$ cat config.mk
export PLATFORM = sky130hd
export DESIGN_NAME = cook_sequencer_flat
export DESIGN_NICKNAME = d
export VERILOG_FILES = /design/src/rtl/cook_sequencer_if.sv /design/src/rtl/cook_sequencer.sv /design/src/flat_wrapper.sv
export SDC_FILE = /design/constraint.sdc
export NUM_CORES = 1
export LEC_CHECK = 0
export ABC_AREA = 1
export ABC_CLOCK_PERIOD_IN_PS = 4550
export CAP_MARGIN = 20
export CORE_ASPECT_RATIO = 1.75
export CORE_MARGIN = 4
export CORE_UTILIZATION = 40
export CTS_BUF_LIST = sky130_fd_sc_hd__clkbuf_4 sky130_fd_sc_hd__clkbuf_8
export CTS_CLUSTER_SIZE = 40
export DETAILED_ROUTE_END_ITERATION = 7
export GPL_TIMING_DRIVEN = 0
export PLACE_DENSITY_LB_ADDON = 0.1
export RECOVER_POWER = 25
export SLEW_MARGIN = 40
export SYNTH_ARGS = -nofsm -noshare
export SYNTH_HDL_FRONTEND = slang
export SYNTH_SLANG_ARGS = --single-unit
$ cat constraint.sdc
create_clock -name clk -period 4.55 [get_ports clk]
set_input_delay 1.365 -clock clk [delete_from_list [all_inputs] [get_ports clk]]
set_output_delay 1.365 -clock clk [all_outputs]
set_load 0.02 [all_outputs]
$ cat src/rtl/cook_sequencer_if.sv
// cook_sequencer_if: front-panel inputs and magnetron/display outputs of the cook sequencer
interface cook_sequencer_if;
  logic       startn;
  logic       stopn;
  logic       clearn;
  logic       door_closed;
  logic       key_valid;
  logic [3:0] key_digit;
  logic       mag_on;
  logic [3:0] min_tens;
  logic [3:0] min_ones;
  logic [3:0] sec_tens;
  logic [3:0] sec_ones;
  logic [1:0] state;
  logic       timer_done;
  logic       beep;
  modport master (
    output startn, stopn, clearn, door_closed, key_valid, key_digit,
    input  mag_on, min_tens, min_ones, sec_tens, sec_ones, state, timer_done, beep
  );
  modport slave (
    input  startn, stopn, clearn, door_closed, key_valid, key_digit,
    output mag_on, min_tens, min_ones, sec_tens, sec_ones, state, timer_done, beep
  );
endinterface

$ cat src/rtl/cook_sequencer.sv
// cook_sequencer: microwave cook-cycle controller with BCD MM:SS countdown and magnetron sequencing
module cook_sequencer #(
  parameter int TICKS_PER_SEC = 100,
  parameter int BEEP_SECS     = 3
) (
  input logic              clk,
  input logic              resetn,
  cook_sequencer_if.slave  bus
);
  typedef enum logic [1:0] {IDLE, COOK, PAUSE, DONE} state_t;
  localparam int PW = $clog2(TICKS_PER_SEC);
  localparam int BW = $clog2(BEEP_SECS + 1);
  state_t        fsm;
  logic [15:0]   tm;
  logic [PW-1:0] pre;
  logic [BW-1:0] bcnt;
  logic [2:0]    prev;
  logic          timer_done, beep;
  logic          sp, pp, cp, tick, so_z, st_z, mo_z, dec_zero;
  logic [15:0]   dec;
  always_comb begin
    sp       = prev[2] & ~bus.startn;
    pp       = prev[1] & ~bus.stopn;
    cp       = prev[0] & ~bus.clearn;
    tick     = pre == PW'(TICKS_PER_SEC - 1);
    so_z     = tm[3:0] == 4'd0;
    st_z     = tm[7:4] == 4'd0;
    mo_z     = tm[11:8] == 4'd0;
    dec[3:0]   = so_z ? 4'd9 : tm[3:0] - 4'd1;
    dec[7:4]   = so_z ? (st_z ? 4'd5 : tm[7:4] - 4'd1) : tm[7:4];
    dec[11:8]  = (so_z & st_z) ? (mo_z ? 4'd9 : tm[11:8] - 4'd1) : tm[11:8];
    dec[15:12] = (so_z & st_z & mo_z) ? tm[15:12] - 4'd1 : tm[15:12];
    dec_zero = dec == 16'd0;
  end
  always_ff @(posedge clk or negedge resetn) begin
    if (!resetn) begin
      fsm        <= IDLE;
      tm         <= '0;
      pre        <= '0;
      bcnt       <= '0;
      prev       <= 3'b111;
      timer_done <= 1'b0;
      beep       <= 1'b0;
    end else begin
      timer_done <= 1'b0;
      prev       <= {bus.startn, bus.stopn, bus.clearn};
      case (fsm)
        IDLE:
          if (cp | pp) tm <= '0;
          else if (sp && bus.door_closed && tm != 16'd0) begin
            fsm <= COOK;
            pre <= '0;
          end else if (bus.key_valid && bus.key_digit <= 4'd9) tm <= {tm[11:0], bus.key_digit};
        COOK:
          if (cp) begin
            fsm <= IDLE;
            tm  <= '0;
          end else if (pp | ~bus.door_closed) fsm <= PAUSE;
          else if (tick) begin
            pre <= '0;
            tm  <= dec;
            if (dec_zero) begin
              fsm        <= DONE;
              timer_done <= 1'b1;
              beep       <= 1'b1;
              bcnt       <= '0;
            end
          end else pre <= pre + 1'b1;
        PAUSE:
          if (pp | cp) begin
            fsm <= IDLE;
            tm  <= '0;
          end else if (sp && bus.door_closed) fsm <= COOK;
        DONE:
          if (sp | pp | cp | bus.key_valid) begin
            fsm  <= IDLE;
            beep <= 1'b0;
            pre  <= '0;
          end else if (tick) begin
            pre <= '0;
            if (bcnt == BW'(BEEP_SECS - 1)) begin
              fsm  <= IDLE;
              beep <= 1'b0;
            end else bcnt <= bcnt + 1'b1;
          end else pre <= pre + 1'b1;
      endcase
    end
  end
  assign bus.mag_on     = (fsm == COOK) & bus.door_closed;
  assign bus.state      = fsm;
  assign bus.min_tens   = tm[15:12];
  assign bus.min_ones   = tm[11:8];
  assign bus.sec_tens   = tm[7:4];
  assign bus.sec_ones   = tm[3:0];
  assign bus.timer_done = timer_done;
  assign bus.beep       = beep;
endmodule

$ cat src/flat_wrapper.sv
// flat-port wrapper written by rule: the top's interface ports become plain ports
module cook_sequencer_flat 
#(
  parameter int TICKS_PER_SEC = 100,
  parameter int BEEP_SECS     = 3
)
  (clk, resetn, bus_startn, bus_stopn, bus_clearn, bus_door_closed, bus_key_valid, bus_key_digit, bus_mag_on, bus_min_tens, bus_min_ones, bus_sec_tens, bus_sec_ones, bus_state, bus_timer_done, bus_beep);
  cook_sequencer_if bus_i ();
  input logic clk;
  input logic resetn;
  input wire logic [$bits(bus_i.startn)-1:0] bus_startn;
  input wire logic [$bits(bus_i.stopn)-1:0] bus_stopn;
  input wire logic [$bits(bus_i.clearn)-1:0] bus_clearn;
  input wire logic [$bits(bus_i.door_closed)-1:0] bus_door_closed;
  input wire logic [$bits(bus_i.key_valid)-1:0] bus_key_valid;
  input wire logic [$bits(bus_i.key_digit)-1:0] bus_key_digit;
  output wire logic [$bits(bus_i.mag_on)-1:0] bus_mag_on;
  output wire logic [$bits(bus_i.min_tens)-1:0] bus_min_tens;
  output wire logic [$bits(bus_i.min_ones)-1:0] bus_min_ones;
  output wire logic [$bits(bus_i.sec_tens)-1:0] bus_sec_tens;
  output wire logic [$bits(bus_i.sec_ones)-1:0] bus_sec_ones;
  output wire logic [$bits(bus_i.state)-1:0] bus_state;
  output wire logic [$bits(bus_i.timer_done)-1:0] bus_timer_done;
  output wire logic [$bits(bus_i.beep)-1:0] bus_beep;
  assign bus_i.startn = bus_startn;
  assign bus_i.stopn = bus_stopn;
  assign bus_i.clearn = bus_clearn;
  assign bus_i.door_closed = bus_door_closed;
  assign bus_i.key_valid = bus_key_valid;
  assign bus_i.key_digit = bus_key_digit;
  assign bus_mag_on = bus_i.mag_on;
  assign bus_min_tens = bus_i.min_tens;
  assign bus_min_ones = bus_i.min_ones;
  assign bus_sec_tens = bus_i.sec_tens;
  assign bus_sec_ones = bus_i.sec_ones;
  assign bus_state = bus_i.state;
  assign bus_timer_done = bus_i.timer_done;
  assign bus_beep = bus_i.beep;
  cook_sequencer #(.TICKS_PER_SEC(TICKS_PER_SEC), .BEEP_SECS(BEEP_SECS)) u_core (.clk(clk), .resetn(resetn), .bus(bus_i));
endmodule
==> metrics.yaml <==
min_period_over_period_pct: 88.6
ys_warn_count: 0
path_buf_inv: 3
diodes: 0
die_y_um: 109
critPathTopFamily: "buffers and inverters"
cts.sinks: 32
syn_avg_cell_area_um2: 7.61
synth.largest_area_cell: "dfrtp_1"
cts-root-buf: "clkbuf_8"
die_area_um2: 7160
netlist_area_um2: 2330
hp-class: "reg -> reg"
cts_setup_buffers: 0
worstRegToRegCells: 11
min_period_ps: 4030
status: "finished, final reports clean"
tightest_slew_ps: 1010
avgViaCountPerCell: 4.87
yosys.area.top_type_share_pct: 31.1
cp_slowest_cell: "clkdlybuf4s50_1"
fill_cells: 602
fmax_mhz: 248
r2r_end: "u_core.tm[13]"
placed_cells: 414
synth_seq_cells: 32
path_cells: "clkdlybuf4s50_1 > nand2_1 > inv_1 > clkdlybuf4s50_1"
synth_cell_types: 34
relSlewSlack_pct: 33.0
drive_above_1_share_pct: 18.2
r2r_start: "u_core.bus.state[1]"
track_usage_pct: 17.5
synth_area_leaders: "dfrtp_1, nand2_1, inv_1"
final_util_pct: 50.2
setup_viol: 0
cts_buffers: 5
clk_latency_ps: 280
initial_core_util_pct: 41.4
grt_max_degree: 19
num_vias: 2055
postCtsHoldBufs: 0
clk_path_buf_depth: 2
crit_end: "bus_mag_on"
cp-end-kind: "output port"
start_kind: "primary input"
nets: 364
dr.pass1.iters: 4
cp_max_fo: 4
fin_setup_tns_ps: 0
drc: 0
layout_commonest_cell: "nand2_1"
antenna_found_initial: 0
io_pins: 32
powerDensity_nw_per_um2: 737
area_growth_pct: 21.3
timing.hold.ws_ps: 471
finalHoldViolations: 0
cp.depth: 4
grt_pass1_wl_mm: 9.68
clk_pin_slew_worst_paths_ps: 70
wl_mm: 5.69
tritoncts: "done"
grt_overflow: 0
ff2ff_setup_slack_ps: 2250
crit_top_cell: "clkdlybuf4s50_1"
cap_violations: 0
slowest_delay_ps: 590
criticalPathCategory: "in -> out"
port_buffers: 31
critical_path_required_ps: 3180
drv_slew: 0
p_leak_uw: 0.00129
wire_per_inst_um: 13.5
dieWidth_um: 65.7
first_iter_violations: 86
instances_no_fill: 422
core_area_um2: 5630
cts_resized: 0
syn-num-nets: 325
crit_arrival_ps: 2670
final.setup_skew_ps: 3.47
vdd.ir_drop.worst_uv: 375
placement_rows: 36
ys_seq_area_share_pct: 34.5
ant_nets: 0
htree_levels: 2
cp-startpoint: "bus_door_closed"
rsz0062_at_grt: "no"
final_cell_mix: "nand2_1, inv_1, clkdlybuf4s50_1"
netlist_instances: 306
grt_pass1_vias: 2133
place_congestion: 0.848
dpl.hpwl_mm: 4.53
worst min-delay path by stage:
stage / startpoint / endpoint / slack [ps] / cells after the start
2_1_floorplan: u_core.bcnt[1] / u_core.bcnt[1] / 450 / 2
3_3_place_gp: u_core.bus.beep / u_core.bus.beep / 460 / 2
3_5_place_dp: u_core.bus.beep / u_core.bus.beep / 460 / 2
4_1_cts: u_core.bus.beep / u_core.bus.beep / 480 / 2
5_1_grt: u_core.bus.beep / u_core.bus.beep / 510 / 2
6_report: u_core.bus.beep / u_core.bus.beep / 470 / 2
cell usage after synthesis (all sizes together):
master  number
nand2       89
inv         45
o21ai       38
dfrtp       29
nor2        27
nand3       24
a21oi       11
ha           8
nor3         7
xor2         6
buf          4
nor3b        4
dfstp        3
o22ai        3
clkbuf       2
a31oi        1
clkinv       1
nand3b       1
nand4        1
o211ai       1
or2          1
cell type report:
class                           instances  area (µm²)  share of cell area [%]
Timing Repair Buffer                   32         308                    10.9
Clock inverter                          2        10.0                   0.354
Clock buffer                            6        82.6                    2.92
Buffer                                  6        82.6                    2.92
Inverter                               46         178                    6.29
Sequential cell                        32         805                    28.5
Multi-Input combinational cell        222        1260                    44.8
Tap cell                               76        95.1                    3.37
metal layers:
| layer | vias to the layer above | global-route usage, % | wire, µm |
|---|---|---|---|
| li1 | 1052 | - | - |
| met1 | 959 | 18.1 | 2200 |
| met2 | 33 | 33.7 | 3230 |
| met3 | 11 | 3.09 | 145 |
| met4 | 0 | 6.38 | 108 |
| met5 | - | 0 | 0 |
logic make-up (layout without fill, tap and decap cells):
logic type                 count (synthesis)  in the layout  share of synthesized area (%)
AOI/OAI and AO/OA                         54             54                           14.7
xor gates and xnor gates                   6              6                           2.26
adders and majority gates                  8              8                           4.30
and+or+nand+nor                          154            154                           33.1
DFF                                       32             32                           34.5
buffers and inverters                     52             92                           11.2
worst reg2reg max path: stages, from the launching register on:
cell and delay [ps]:
dfrtp_1 430, inv_1 100, ha_1 160, inv_1 80
a21oi_1 320, nand2_1 180, inv_1 110, clkbuf_1 410
nand3_1 120, o21ai_0 160, nand2_2 90, o21ai_2 50
power by group:
part	leakage [µW]	internal [µW]	switching [µW]
logic	0.000814	534	869
registers	0.000423	367	82.1
clock network	0.0000510	121	110
sequential cells by signal, indices dropped and copies added (netlist names):
name	flops
u_core.prev	3
u_core.pre	7
u_core.tm	16
u_core.bcnt	2
u_core.bus.timer_done	1
u_core.bus.beep	1
u_core.bus.state	2
metrics by stage:
stage	area (µm²)	total power, µW	setup slack (ps)
finish	2830	2080	519
detailed placement	2760	1870	517
CTS	2850	2110	506
floorplan	2330	1490	1630
global route	2830	2270	482
global placement	2740	1860	501
(Power assumes the default switching activity.)
